--- config.mk ---
export PLATFORM = sky130hd
export DESIGN_NAME = sha512_msg_fifo
export DESIGN_NICKNAME = d
export VERILOG_FILES = /design/src/rtl/sha512_msg_fifo_pkg.sv /design/src/rtl/sha512_msg_fifo_mem.sv /design/src/rtl/sha512_msg_fifo.sv
export SDC_FILE = /design/constraint.sdc
export NUM_CORES = 1
export LEC_CHECK = 0
export ABC_AREA = 1
export CORE_ASPECT_RATIO = 1.25
export CORE_UTILIZATION = 30
export DETAILED_ROUTE_END_ITERATION = 6
export DONT_BUFFER_PORTS = 1
export SETUP_SLACK_MARGIN = 0.5
export SYNTH_ARGS = -nofsm -noshare
export SYNTH_HDL_FRONTEND = slang
export SYNTH_SLANG_ARGS = --single-unit
--- constraint.sdc ---
create_clock -name clk_i -period 12.3 [get_ports clk_i]
set_input_delay 2.46 -clock clk_i [delete_from_list [all_inputs] [get_ports clk_i]]
set_output_delay 2.46 -clock clk_i [all_outputs]
set_load 0.03 [all_outputs]
--- src/rtl/sha512_msg_fifo_pkg.sv ---
// ---------------------------------------------------------------------------
// hmac512_pkg
//
// Shared types and constants for the SHA-512 message path.
//   sha_fifo_t    : one FIFO entry, 64-bit big-endian message word plus an
//                   8-bit byte mask. The FIFO ports carry the same layout as a
//                   flat vector: mask in [71:64], data in [63:0].
//   MsgFifoDepth  : default number of entries in the message FIFO.
//   MsgFifoWidth  : flat width of one entry.
//
// The optional statistics logic in sha512_msg_fifo is selected with the
// SHA512_MSG_FIFO_STATS_EN macro.
// ---------------------------------------------------------------------------
package hmac512_pkg;

    typedef struct packed {
        logic [7:0]  mask;
        logic [63:0] data;
    } sha_fifo_t;

    localparam int MsgFifoDepth = 16;
    localparam int MsgFifoWidth = $bits(sha_fifo_t);

endpackage

--- src/rtl/sha512_msg_fifo_mem.sv ---
// ---------------------------------------------------------------------------
// sha512_msg_fifo_mem
//
// Depth x Width register array for the message FIFO. One synchronous write
// port and one asynchronous read port, so the FIFO head is visible in the
// same cycle its read address is presented (first-word fall-through).
// The array has no reset; the FIFO pointers decide which entries are valid.
//
// Ports:
//   clk_i    in  1            clock
//   we_i     in  1            write enable
//   waddr_i  in  log2(Depth)  write address
//   wdata_i  in  Width        write data
//   raddr_i  in  log2(Depth)  read address
//   rdata_o  out Width        read data, combinational from raddr_i
// ---------------------------------------------------------------------------
module sha512_msg_fifo_mem #(
    parameter int Depth = 16,
    parameter int Width = 72
) (
    input  logic                     clk_i,
    input  logic                     we_i,
    input  logic [$clog2(Depth)-1:0] waddr_i,
    input  logic [Width-1:0]         wdata_i,
    input  logic [$clog2(Depth)-1:0] raddr_i,
    output logic [Width-1:0]         rdata_o
);

    logic [Width-1:0] mem_q [Depth];

    always_ff @(posedge clk_i) begin
        if (we_i) begin
            mem_q[waddr_i] <= wdata_i;
        end
    end

    assign rdata_o = mem_q[raddr_i];

endmodule

--- src/rtl/sha512_msg_fifo.sv ---
// ---------------------------------------------------------------------------
// sha512_msg_fifo
//
// Synchronous message FIFO between the SHA-512 packer and the compression
// core. Entries are 72 bits: byte mask in [71:64], message word in [63:0].
// Valid/ready handshakes on both sides; first-word fall-through read.
// Cleared by clr_i (driven from ~sha_en), which discards same-cycle traffic.
//
// Optional feature: define SHA512_MSG_FIFO_STATS_EN to build the high-water
// mark and write-stall counter. Without it max_depth_o and stall_cnt_o are
// tied to zero and no statistics registers exist.
//
// Ports:
//   clk_i         in  1      clock
//   rst_i         in  1      synchronous active-high reset
//   clr_i         in  1      synchronous clear
//   wvalid_i      in  1      write request
//   wready_o      out 1      space available
//   wdata_mask_i  in  Width  entry to write
//   rvalid_o      out 1      entry available
//   rready_i      in  1      consumer accepts head entry
//   rdata_mask_o  out Width  head entry
//   depth_o       out PtrW   current occupancy
//   full_o        out 1      depth_o == Depth
//   empty_o       out 1      depth_o == 0
//   max_depth_o   out PtrW   high-water mark since reset/clear
//   stall_cnt_o   out 16     saturating count of write stall cycles
// ---------------------------------------------------------------------------
module sha512_msg_fifo
    import hmac512_pkg::*;
#(
    parameter int Depth = MsgFifoDepth,
    parameter int Width = MsgFifoWidth
) (
    input  logic                     clk_i,
    input  logic                     rst_i,
    input  logic                     clr_i,
    input  logic                     wvalid_i,
    output logic                     wready_o,
    input  logic [Width-1:0]         wdata_mask_i,
    output logic                     rvalid_o,
    input  logic                     rready_i,
    output logic [Width-1:0]         rdata_mask_o,
    output logic [$clog2(Depth):0]   depth_o,
    output logic                     full_o,
    output logic                     empty_o,
    output logic [$clog2(Depth):0]   max_depth_o,
    output logic [15:0]              stall_cnt_o
);

    localparam int AddrW = $clog2(Depth);
    localparam int PtrW  = AddrW + 1;

    // Pointers carry one extra wrap bit so full and empty are distinguishable
    // without a separate counter.
    logic [PtrW-1:0] wptr_q, wptr_d;
    logic [PtrW-1:0] rptr_q, rptr_d;

    logic push;
    logic pop;

    // Flags come only from registered pointers, so no input reaches an
    // output combinationally.
    assign full_o   = (wptr_q[AddrW-1:0] == rptr_q[AddrW-1:0]) &&
                      (wptr_q[AddrW] != rptr_q[AddrW]);
    assign empty_o  = (wptr_q == rptr_q);
    assign wready_o = ~full_o;
    assign rvalid_o = ~empty_o;

    // Modular difference of the pointers is the occupancy, 0..Depth.
    assign depth_o = wptr_q - rptr_q;

    assign push = wvalid_i & wready_o;
    assign pop  = rvalid_o & rready_i;

    // Clear wins over any same-cycle push or pop.
    always_comb begin
        wptr_d = wptr_q;
        rptr_d = rptr_q;
        if (clr_i) begin
            wptr_d = '0;
            rptr_d = '0;
        end else begin
            if (push) begin
                wptr_d = wptr_q + PtrW'(1);
            end
            if (pop) begin
                rptr_d = rptr_q + PtrW'(1);
            end
        end
    end

    always_ff @(posedge clk_i) begin
        if (rst_i) begin
            wptr_q <= '0;
            rptr_q <= '0;
        end else begin
            wptr_q <= wptr_d;
            rptr_q <= rptr_d;
        end
    end

    // A write blocked by clear is suppressed so the array only changes when
    // the write pointer actually advances.
    sha512_msg_fifo_mem #(
        .Depth (Depth),
        .Width (Width)
    ) u_mem (
        .clk_i   (clk_i),
        .we_i    (push & ~clr_i),
        .waddr_i (wptr_q[AddrW-1:0]),
        .wdata_i (wdata_mask_i),
        .raddr_i (rptr_q[AddrW-1:0]),
        .rdata_o (rdata_mask_o)
    );

`ifdef SHA512_MSG_FIFO_STATS_EN

    logic [PtrW-1:0] depth_d;
    logic [PtrW-1:0] max_depth_q, max_depth_d;
    logic [15:0]     stall_cnt_q, stall_cnt_d;

    // The high-water mark follows the next occupancy, so it never lags
    // depth_o by a cycle.
    assign depth_d = wptr_d - rptr_d;

    always_comb begin
        max_depth_d = max_depth_q;
        stall_cnt_d = stall_cnt_q;
        if (clr_i) begin
            max_depth_d = '0;
            stall_cnt_d = '0;
        end else begin
            if (depth_d > max_depth_q) begin
                max_depth_d = depth_d;
            end
            if (wvalid_i && !wready_o && (stall_cnt_q != 16'hFFFF)) begin
                stall_cnt_d = stall_cnt_q + 16'd1;
            end
        end
    end

    always_ff @(posedge clk_i) begin
        if (rst_i) begin
            max_depth_q <= '0;
            stall_cnt_q <= '0;
        end else begin
            max_depth_q <= max_depth_d;
            stall_cnt_q <= stall_cnt_d;
        end
    end

    assign max_depth_o = max_depth_q;
    assign stall_cnt_o = stall_cnt_q;

`else

    assign max_depth_o = '0;
    assign stall_cnt_o = '0;

`endif

endmodule

==> metrics.yaml <==
post_cts_buffers: 0
via_per_inst: 4.567
async_flop_share_pct: 0
drtIter0Drc: 2730
vias: 32020
setup_viol: 0
fin_cells: 7011
fin_ws_ns: 4.990
synthTopCellsByArea: "edfxtp_1 69%, nand2_1 11%, nand3_1 8.7%, inv_1 6.6%, buf_2 1.1%"
netlist_area_sq_um: 50400
timing.critical_path.mode_cell: "nand2_1"
clk_pin_slew_ns: 0.06
io_pins: 179
maxSlewViolCount: 0
finalSetupTns_ns: 0
synthCells: 4797
wl_um: 131800
fin_skew_ns: 0.02530
clock_sinks: 1166
cts_root_buf: "clkbuf_16"
fin_crit_ns: 7.310
critPathKind: "flip-flop to output port"
cts-htree-levels: 3
initial_core_util_pct: 30.30
dieWidth_um: 368.6
critPathSlowestCell: "buf_4"
port_buffers: 0
crit_chain: "buf_4, buf_4, buf_4, nand2_1, nand2_1, nand2_1, nand3_1, nand3_1, nand2_1"
worstSetupStartpointType: "flip-flop"
post-place-ws_ns: 5.726
yosys.area.top_type: "edfxtp_1"
yosysMostFrequentCell: "nand2_1"
ys_ff_latch: 1166
cp.required_ns: 9.84
tightest_slew_ns: 1.194
cp-end-kind: "output port"
drtPass1Iterations: 5
post-route-period-util_pct: 59.43
hold_class: "flip-flop to flip-flop"
seq_area_frac_synth_pct: 69.19
path_max_fanout: 97
synth_commonest_cells: "1,542 x nand2_1, 1,152 x edfxtp_1, 883 x inv_1, 877 x nand3_1, 115 x buf_2"
gp_congestion: 0.7599
rsz0062_at_grt: "no"
grt_overflow: 0
grt_pass1_wl_um: 194000
worstPathArrival_ns: 4.85
drtAntennaViolNets: 0
hold_buffers: 0
drcViolationCount: 0
cap_viol_max_count: 0
p_leak_nw: 22.73
maxSlewHeadroom_pct: 20.43
fp-row-count: 167
yosysTopAreaCellShare_pct: 68.63
cts_tree: "built"
synth_flop_cell: "edfxtp_1"
postCtsResizedCells: 0
synth-edff-count: 1152
cts_made_buffers: 106
fp.dieH_um: 460.3
clk_latency_ns: 0.71
areaGrowthSynthToFinish_pct: 10.30
drt-wirelength-per-cell_um: 18.80
fin_nets: 4804
synth_cell_types: 25
hpwl_um: 61820
ir_drop_mv: 0.09983
syn_avg_cell_area_sq_um: 10.51
cellPowerDensity_nw_per_um2: 142.7
grt_max_degree: 286
finalPower_mw: 7.933
dp_cells: 6806
first_global_vias: 30620
hold_viol_final: 0
core_sq_um: 166300
yosysWarnings: 0
clockBufferDepth: 3
fmax_mhz: 136.8
antenna_found_initial: 4
slowest_delay_ns: 0.89
drive_gt1_share_pct: 4.657
status: "complete, no violations"
grt.total_usage_pct: 15.30
die_area_sq_um: 169700
==> critical path: cells and delay by family (launching register included) <==
kind          cells  cell delay, ns
flops             1            0.65
simple gates      6            0.83
buf+inv           3            2.45
==> layout by cell type (no fill, tap or decap), types with 3 or more instances in the layout <==
master and instances:
clkbuf_16 109, clkbuf_1 27, bufinv_16 8, nand2_1 1542, nor2_4 15, ha_1 9, clkinv_1 31, o21ai_0 4
dfxtp_4 4, nand4_1 4, diode_2 4, clkinv_2 15, dfxtp_1 10, nand3_1 877, a21oi_1 8, conb_1 21
nor2_1 12, clkinv_8 4, clkinvlp_4 3, xor2_1 5, edfxtp_1 1152, inv_1 883, buf_4 49
==> final cells by class <==
cell class	instances	area, sq um
well taps	2197	2749
diodes	4	10.01
clock inverters	65	554.3
fillers	16510	110700
repair buffers	51	407.9
inverters	888	3379
multi-input cells	2504	10780
flip-flops and latches	1166	34890
clock buffers	136	2829
==> path summary, 6_finish.rpt <==
kind                                             start                           end  slack, ns  cells past startpoint
worst max-delay path                         flip-flop              rdata_mask_o[40]       4.99                      9
worst min-delay path            wptr_q[4]$_SDFFE_PP0P_        wptr_q[4]$_SDFFE_PP0P_       0.53                      2
worst max register to register  wptr_q[2]$_SDFFE_PP0P_  u_mem.mem_q[5][63]$_DFFE_PP_       7.92                     10
worst min register to register  wptr_q[4]$_SDFFE_PP0P_        wptr_q[4]$_SDFFE_PP0P_       0.53                      2
==> sequential cells by signal, summed over array words and instances (netlist names), named ones only <==
signal       flops
u_mem.mem_q   1152
rptr_q           5
wptr_q           5
==> logic make-up (layout without fill, tap and decap cells) <==
group                    after synthesis  after routing  synth area share [%]
AND/OR/NAND/NOR                     2456           2456                 20.52
flip-flops                          1166           1166                 69.19
buffers and inverters               1147           1140                 9.810
AO/OA/AOI/OAI                         12             12                0.1192
adder cells (fa/ha/maj)               10             10                0.2631
XOR/XNOR                               5              5               0.08688
other                                  1             25              0.007440
==> through the flow <==
step	utilization (%)	cell area (sq um)	hold WS [ns]
6_report	33.43	55600	0.5306
4_1_cts	33.42	55590	0.5264
5_1_grt	33.42	55590	0.5725
3_5_place_dp	31.39	52200	0.5165
3_3_place_gp	31.39	52200	0.5107
2_1_floorplan	-	50480	0.4840
==> layer usage <==
layer,wire length [um],share of wire (%),track usage [%],vias up
li1,-,-,-,15280
met1,55350,42,19.04,15630
met2,63110,48,26.09,947
met3,10310,7.8,3.564,170
met4,3053,2.3,4.864,0
met5,0,0,0,-
==> power by group <==
group	internal, mW	leakage (nW)	switching [mW]
combinational	0.0665	10.6	0.229
sequential	4.38	10.5	0.00888
clock	1.80	1.64	1.45
Note: power is estimated with default switching activity, not from simulation.
